===== src/rtl/instr_fetch_unit.sv =====
// IF stage: owns the PC, fetches over req/ack, presents {pc,instr} to IF_ID.
// Ports: clk_i/rst_i (async low), start_i, stall_i, branch_i/branch_target_i,
//  imem_req_o/imem_addr_o/imem_ack_i/imem_data_i, pc_o/instr_o/instr_valid_o,
//  mem_stall_o (no live instr while fetching).
module instr_fetch_unit #(
  parameter logic [31:0] RESET_PC = 32'h0000_0000,
  parameter logic [31:0] PC_INC   = 32'd4
) (
  input  logic        clk_i,
  input  logic        rst_i,
  input  logic        start_i,
  input  logic        stall_i,
  input  logic        branch_i,
  input  logic [31:0] branch_target_i,
  output logic        imem_req_o,
  output logic [31:0] imem_addr_o,
  input  logic        imem_ack_i,
  input  logic [31:0] imem_data_i,
  output logic [31:0] pc_o,
  output logic [31:0] instr_o,
  output logic        instr_valid_o,
  output logic        mem_stall_o
);

  localparam logic [1:0] S_IDLE  = 2'd0;
  localparam logic [1:0] S_FETCH = 2'd1;
  localparam logic [1:0] S_HOLD  = 2'd2;
  localparam logic [1:0] S_DROP  = 2'd3;

  logic [1:0]  r_state;
  logic [31:0] r_pc;
  logic [31:0] r_addr;
  logic [31:0] r_out_pc;
  logic [31:0] r_out_ins;
  logic        r_out_vld;
  logic [31:0] r_sk_pc;
  logic [31:0] r_sk_ins;
  logic        r_sk_vld;

  logic [1:0]  w_state_n;
  logic [31:0] w_pc_n;
  logic [31:0] w_addr_n;
  logic [31:0] w_out_pc_n;
  logic [31:0] w_out_ins_n;
  logic        w_out_vld_n;
  logic [31:0] w_sk_pc_n;
  logic [31:0] w_sk_ins_n;
  logic        w_sk_vld_n;

  logic [31:0] w_tgt;
  logic [31:0] w_pc_inc;
  logic        w_consume;
  logic        w_ack;
  logic        w_req;

  assign w_req     = (r_state == S_FETCH) ||
                     (r_state == S_DROP);
  assign w_tgt     = {branch_target_i[31:2], 2'b00};
  assign w_pc_inc  = r_pc + PC_INC;
  assign w_consume = r_out_vld & ~stall_i;
  assign w_ack     = imem_ack_i & w_req;

  always_comb begin
    w_state_n   = r_state;
    w_pc_n      = r_pc;
    w_addr_n    = r_addr;
    w_out_pc_n  = r_out_pc;
    w_out_ins_n = r_out_ins;
    w_out_vld_n = r_out_vld & ~w_consume;
    w_sk_pc_n   = r_sk_pc;
    w_sk_ins_n  = r_sk_ins;
    w_sk_vld_n  = r_sk_vld;
    unique case (r_state)
      S_IDLE: begin
        if (branch_i) begin
          w_pc_n = w_tgt;
        end else if (start_i) begin
          w_state_n = S_FETCH;
          w_addr_n  = r_pc;
        end
      end
      S_FETCH: begin
        if (branch_i) begin
          w_pc_n = w_tgt;
          // ack on the redirect edge closes the old
          // transaction, so the target can go out now
          if (w_ack) w_addr_n  = w_tgt;
          else       w_state_n = S_DROP;
        end else if (w_ack) begin
          if (!r_out_vld || w_consume) begin
            w_out_pc_n  = r_pc;
            w_out_ins_n = imem_data_i;
            w_out_vld_n = 1'b1;
          end else begin
            w_sk_pc_n  = r_pc;
            w_sk_ins_n = imem_data_i;
            w_sk_vld_n = 1'b1;
          end
          w_pc_n   = w_pc_inc;
          w_addr_n = w_pc_inc;
          if (r_out_vld && !w_consume)
            w_state_n = S_HOLD;
          else if (!start_i)
            w_state_n = S_IDLE;
        end
      end
      S_HOLD: begin
        if (branch_i) begin
          w_pc_n    = w_tgt;
          w_addr_n  = w_tgt;
          w_state_n = S_FETCH;
        end else if (w_consume) begin
          w_out_pc_n  = r_sk_pc;
          w_out_ins_n = r_sk_ins;
          w_out_vld_n = 1'b1;
          w_sk_vld_n  = 1'b0;
          w_addr_n    = r_pc;
          w_state_n   = start_i ? S_FETCH : S_IDLE;
        end
      end
      S_DROP: begin
        if (branch_i) w_pc_n = w_tgt;
        // stale data is discarded; the newest
        // target (if any) is fetched next
        if (w_ack) begin
          w_addr_n  = branch_i ? w_tgt : r_pc;
          w_state_n = start_i ? S_FETCH : S_IDLE;
        end
      end
      default: w_state_n = S_IDLE;
    endcase
    if (branch_i) begin
      w_out_vld_n = 1'b0;
      w_sk_vld_n  = 1'b0;
    end
  end

  always_ff @(posedge clk_i or negedge rst_i) begin
    if (!rst_i) begin
      r_state   <= S_IDLE;
      r_pc      <= RESET_PC;
      r_addr    <= RESET_PC;
      r_out_pc  <= 32'h0;
      r_out_ins <= 32'h0;
      r_out_vld <= 1'b0;
      r_sk_pc   <= 32'h0;
      r_sk_ins  <= 32'h0;
      r_sk_vld  <= 1'b0;
    end else begin
      r_state   <= w_state_n;
      r_pc      <= w_pc_n;
      r_addr    <= w_addr_n;
      r_out_pc  <= w_out_pc_n;
      r_out_ins <= w_out_ins_n;
      r_out_vld <= w_out_vld_n;
      r_sk_pc   <= w_sk_pc_n;
      r_sk_ins  <= w_sk_ins_n;
      r_sk_vld  <= w_sk_vld_n;
    end
  end

  assign imem_req_o    = w_req;
  assign imem_addr_o   = r_addr;
  assign pc_o          = r_out_pc;
  assign instr_o       = r_out_ins;
  assign instr_valid_o = r_out_vld;
  assign mem_stall_o   = ~r_out_vld &
                         (r_state != S_IDLE);

endmodule


===== config.mk =====
export PLATFORM = sky130hd
export DESIGN_NAME = instr_fetch_unit
export DESIGN_NICKNAME = d
export VERILOG_FILES = /design/src/rtl/instr_fetch_unit.sv
export SDC_FILE = /design/constraint.sdc
export NUM_CORES = 1
export LEC_CHECK = 0
export BUFFER_PORTS_ARGS = -buffer_cell sky130_fd_sc_hd__buf_2
export CAP_MARGIN = 20
export CORE_MARGIN = 2
export CORE_UTILIZATION = 30
export DETAILED_ROUTE_END_ITERATION = 7
export PLACE_DENSITY_LB_ADDON = 0.1
export SYNTH_ARGS = -nofsm -noshare
export SYNTH_HDL_FRONTEND = slang
export SYNTH_SLANG_ARGS = --single-unit

===== constraint.sdc =====
create_clock -name clk_i -period 2.7 [get_ports clk_i]
set_input_delay 0.135 -clock clk_i [delete_from_list [all_inputs] [get_ports clk_i]]
set_output_delay 0.135 -clock clk_i [all_outputs]
set_load 0.02 [all_outputs]

### Word level (Yosys, flattened, before mapping)

Index checks and enable logic that the tools add are counted.

| operators by class | value |
|---|---|
| add/sub/neg operators | 1 |
| eq/ne operators | 15 |
| multiplexer cells | 41 |
| bitwise gates (word level) | 9 |
| reduce and logical (&&, ||, !) cells | 13 |

Operator list:

| operator | count |
|---|---|
| $mux 32 | 20 |
| $pmux 32 s2 | 3 |
| $pmux 32 s4 | 1 |
| $add 32x3->32 const B | 1 |
| $mux 2 | 10 |
| $ne 2x2->1 const B | 7 |
| $ne 3x3->1 const B | 3 |
| $pmux 2 s4 | 1 |
| $reduce_and 7->1 | 1 |
| $reduce_and 6->1 | 1 |
| $mux 1 | 5 |
| $not 1->1 | 5 |
| $reduce_and 5->1 | 1 |
| $and 1x1->1 | 4 |
| $eq 2x2->1 const B | 2 |
| $ne 4x3->1 const B | 1 |
| $reduce_and 4->1 | 1 |
| $reduce_bool 2->1 | 2 |
| $reduce_or 3->1 | 1 |
| $eq 2x1->1 const B | 1 |
| $logic_not 1->1 | 2 |
| $logic_not 2->1 | 1 |
| $logic_or 1x1->1 | 2 |
| $ne 2x1->1 const B | 1 |
| 2 further kinds | 2 |

| storage, ports and cells | value |
|---|---|
| register bits after elaboration | 195 |
| bits of input ports | 70 |
| output and inout port bits | 99 |
| logic and storage cells | 87 |

### Depth between registers and ports, before layout

| logic depth | value |
|---|---|
| depth in word-level cells | 8 |
| gate-level depth with buffers | 11 |
| gate-level depth less buffers | 7 |

### Least setup slack after synthesis

Ideal clock, no wire load.

| timing path | value |
|---|---|
| kind | register to register |
| start | register r_state[0] |
| end | register r_addr[31], in the netlist imem_addr_o[31] |
| library setup time | 138 ps |
| arrival | 2,020 ps |
| required time | 2,562 ps |
| path slack | 542 ps |
| stages on the path, launching flop included | 11 |
| path buffers | 3 |
| period minus slack after synthesis | 2,158 ps |
| path through | dfrtp_1 > inv_1 > ha_1 > clkbuf_1 > nor2b_1 > a222oi_1 > buf_2 > nand2_1 > buf_2 > a2111oi_2 > a211oi_2 |

| between the ends | value |
|---|---|
| word-level cells in the longest chain between the ends | 5 |
| elaborated cells on any way between the ends | 13 |
| classes of those cells | eq/ne: 8; mux: 1; bitwise: 1; reduce/logical: 3 |

Ends and longest elaborated chain:

| element | line | RTL |
|---|---|---|
| from (decl) | 30 | `logic [1:0] r_state;` |
| from (signal assigned) | 150 | `r_state <= w_state_n;` |
| $eq 2x1->1 / $eq 2x2->1 (equally long branches) | 56, 73, 57 |  |
| $logic_or 1x1->1 | 56 | `assign w_req = (r_state == S_FETCH) \|\|` |
| $and 1x1->1 | 61 | `assign w_ack = imem_ack_i & w_req;` |
| $ne 2x2->1 (no line) | -- |  |
| $reduce_and 5->1 (no line) | -- |  |
| to (signal assigned) | 152 | `r_addr <= w_addr_n;` |
| to (decl) | 32 | `logic [31:0] r_addr;` |

Several ways; a longest one is shown, not always the timed one.
A chain may end at the register's enable or synchronous reset.

### Worst setup path after layout

| timing path | value |
|---|---|
| start | register r_state[0] |
| end | register r_out_ins[30], in the netlist instr_o[30] |

| between the ends | value |
|---|---|
| word-level cells in the longest chain between the ends | 5 |
| elaborated cells on any way between the ends | 13 |
| classes of those cells | eq/ne: 8; mux: 1; bitwise: 1; reduce/logical: 3 |

Ends and longest elaborated chain:

| element | line | RTL |
|---|---|---|
| $eq 2x1->1 / $eq 2x2->1 (equally long branches) | 56, 73, 57 |  |
| $logic_or 1x1->1 | 56 |  |
| $and 1x1->1 | 61 |  |
| $ne 2x2->1 (no line) | -- |  |
| $reduce_and 6->1 (no line) | -- |  |
| to (signal assigned) | 154 | `r_out_ins <= w_out_ins_n;` |
| to (decl) | 34 | `logic [31:0] r_out_ins;` |

Several ways; a longest one is shown, not always the timed one.

==> run summary <==
CTS tree = done
Setup WS post-layout = 0.315 ns
Synth Cell Area = 10,200 µm²
Yosys reg bits = 195
area occupied by registers = 4880 µm²
clock root buffer = clkbuf_16
register area share after synthesis = 0.479
Multi-input gate area = 4850 µm²
Design Area, Final = 12,900 µm²
IO Pins = 169
Setup Crit Path Kind = register to register
Final Util = 0.386
Power Dens Cells = 1010 nW/µm²
row count = 67
Port Buf Inserts = 166
relative slew slack = 0.504
Synthesis Warnings = 0
commonest cells after routing, fill and taps aside = dfrtp_1, buf_2, nand2_1, o21ai_0, mux2i_1
commonest register cell after synthesis = dfrtp_1
via count = 8,468
CTS Buf Count = 17
Nets = 1,315
hold_buf cts = 54
Worst Hold Class = input pin to register
kind of start point of the critical path = register
DR WL/cell = 19.1 µm
distinct cell type count after synthesis = 66
Diodes inserted = 0
Worst-Skew Late Latency = 0.44 ns
# DRC = 0
crit share post-route = 0.883
CP delay by family, top = compound AO/OA/AOI/OAI gates
initial core utilization = 0.304
die width = 188 µm
CP Capture Type = register
Filler cells = 3,363
RSZ-0062 raised after global routing = no
Post-Synthesis Cells = 1,033
final setup violation count = 0
CTS resizes = 0
min Tclk post-route = 2.38 ns
crit path DAT = 2.68 ns
vias in the first global route = 8,184
worst hold slack = 0.0440 ns
cell-by-cell trace of the critical path = inv_1, ha_4, or2_1, a21oi_1, o21ai_4, buf_12, o21ai_0
fmax = 419 MHz
routability cong. = 0.817
initial antenna violation count = 0
Max clock buf depth = 2
share of cells above drive strength 1 = 0.281
H-tree levels = 4
Tot Pwr = 13.0 mW
Synth async-reset ratio = 1.00
critical path's largest stage delay = 0.58 ns
Synth-to-Final Area Change = 26.9%
WP buf/inv = 2
Setup TNS Final = 0 ns
required time of the critical path = 3.00 ns
pins over their slew limit = 0
Final Hold Fails = 0
Worst Clk Skew = 0.0170 ns
post-synth net total = 1,108
Core Area = 33,400 µm²
clk slew on worst S/H paths = 0.08 ns
DP Area = 11,700 µm²
Worst IR Drop VDD = 541 µV
GRT overflow = 0
antenna viol nets, final = 0
vias per cell = 4.98
first-pass GRT wire length = 50,500 µm
CP Max Fanout = 104
leakage power = 5.77 nW
Crit-path slowest cell = o21ai_4
Syn Area/Cell = 9.85 µm²
total wire length = 32,500 µm
Setup WS pre-CTS = 0.364 ns
max-cap violations = 0
HPWL Detailed = 22,400 µm
Post-Place Cells = 1,615
Die Y = 188 µm
Sink Count = 195
largest net degree at the start of global routing = 105
status = finished clean
most common cell after layout, fill and taps aside = dfrtp_1
Slew @ Worst Pin = 0.744 ns
drt pass-1 iters = 5
Starting DRT DRC Count = 430
Die ar. = 35,400 µm²
Post-synth EDFFs = 0
# Post-CTS Setup Buffers = 0
fin cells = 1,700
Total GRT Usage = 0.185
-- worst reg2reg max path: cells and delay by family (launching register included) --
kind / cells / cell delay [ns]
flops: 1 / 0.41
fa+ha+maj: 1 / 0.23
compound gates: 3 / 0.94
simple gates: 1 / 0.13
buf+inv: 2 / 0.53
-- path summary, 6_finish.rpt --
| kind | start | endpoint | slack (ns) | cells after the start |
|---|---|---|---|---|
| max | r_state[0] | instr_o[30] | 0.32 | 7 |
| min | branch_target_i[29] | r_pc[29] | 0.04 | 3 |
| max reg2reg | r_state[0] | instr_o[30] | 0.32 | 7 |
| min reg2reg | instr_o[28] | instr_o[28] | 0.47 | 2 |
| max in group asynchronous | rst_i | r_sk_pc[26] | 1.52 | 3 |
| min in group asynchronous | rst_i | instr_o[8] | 0.27 | 2 |
-- report_power, final --
part / switching (mW) / leakage, nW / total, mW / internal [mW]
registers: 0.621 / 2.48 / 4.55 / 3.93
logic: 3.49 / 2.98 / 5.63 / 2.14
clock network: 1.20 / 0.302 / 2.81 / 1.61
-- registers in the layout, indices dropped and copies added (netlist names) --
name,count
instr_valid_o,1
r_pc,32
r_sk_pc,32
imem_addr_o,32
instr_o,32
r_state,2
r_sk_ins,32
pc_o,32
-- layer usage --
| layer | track usage | wire [µm] |
|---|---|---|
| met5 | 0 | 0 |
| met4 | 0.0451 | 433 |
| met3 | 0.0278 | 1460 |
| met2 | 0.285 | 14500 |
| met1 | 0.273 | 16000 |
-- synthesized netlist by cell type (4+ instances only) --
| library cell | count | area, µm² |
|---|---|---|
| mux2_2 | 69 | 777 |
| dfrtp_1 | 195 | 4880 |
| and4_1 | 6 | 52.6 |
| o22ai_1 | 5 | 31.3 |
| a31oi_1 | 7 | 43.8 |
| nand4_1 | 14 | 87.6 |
| mux2i_1 | 77 | 771 |
| nor3_1 | 20 | 100 |
| and2_1 | 5 | 31.3 |
| clkbuf_1 | 45 | 169 |
| buf_2 | 40 | 200 |
| nand2b_1 | 9 | 56.3 |
| a32oi_1 | 4 | 35.0 |
| xnor2_1 | 21 | 184 |
| xor2_1 | 4 | 35.0 |
| a211oi_1 | 6 | 45.0 |
| o221ai_1 | 7 | 61.3 |
| o21ai_1 | 5 | 25.0 |
| o31a_1 | 4 | 35.0 |
| inv_1 | 10 | 37.5 |
| a22oi_1 | 4 | 30.0 |
| nor4_1 | 16 | 100 |
| nor2_1 | 56 | 210 |
| o21ai_0 | 118 | 591 |
| a21oi_1 | 25 | 125 |
| nor2b_1 | 7 | 43.8 |
| buf_1 | 12 | 45.0 |
| and3_1 | 5 | 31.3 |
| nand3_1 | 19 | 95.1 |
| a21o_1 | 6 | 45.0 |
| o31ai_1 | 11 | 82.6 |
| ha_1 | 5 | 62.6 |
| nand2_1 | 139 | 522 |
-- kinds of logic after synthesis --
family                   count (synthesis)  synth area share
AO/OA/AOI/OAI                          238             0.145
XOR/XNOR                                25            0.0215
adder cells (fa/ha/maj)                  5           0.00615
buffers and inverters                  110            0.0462
flip-flops                             195             0.479
multiplexers                           146             0.152
AND/OR/NAND/NOR                        314             0.150
-- cell type report --
cell class / count / area share
Tap cell: 448 / 0.0434
Clock buffer: 21 / 0.0357
Inverter: 11 / 0.00320
Timing Repair Buffer: 287 / 0.151
Sequential cell: 195 / 0.378
Clock inverter: 10 / 0.0134
Multi-Input combinational cell: 728 / 0.376
Note: power is estimated with default switching activity, not from simulation.
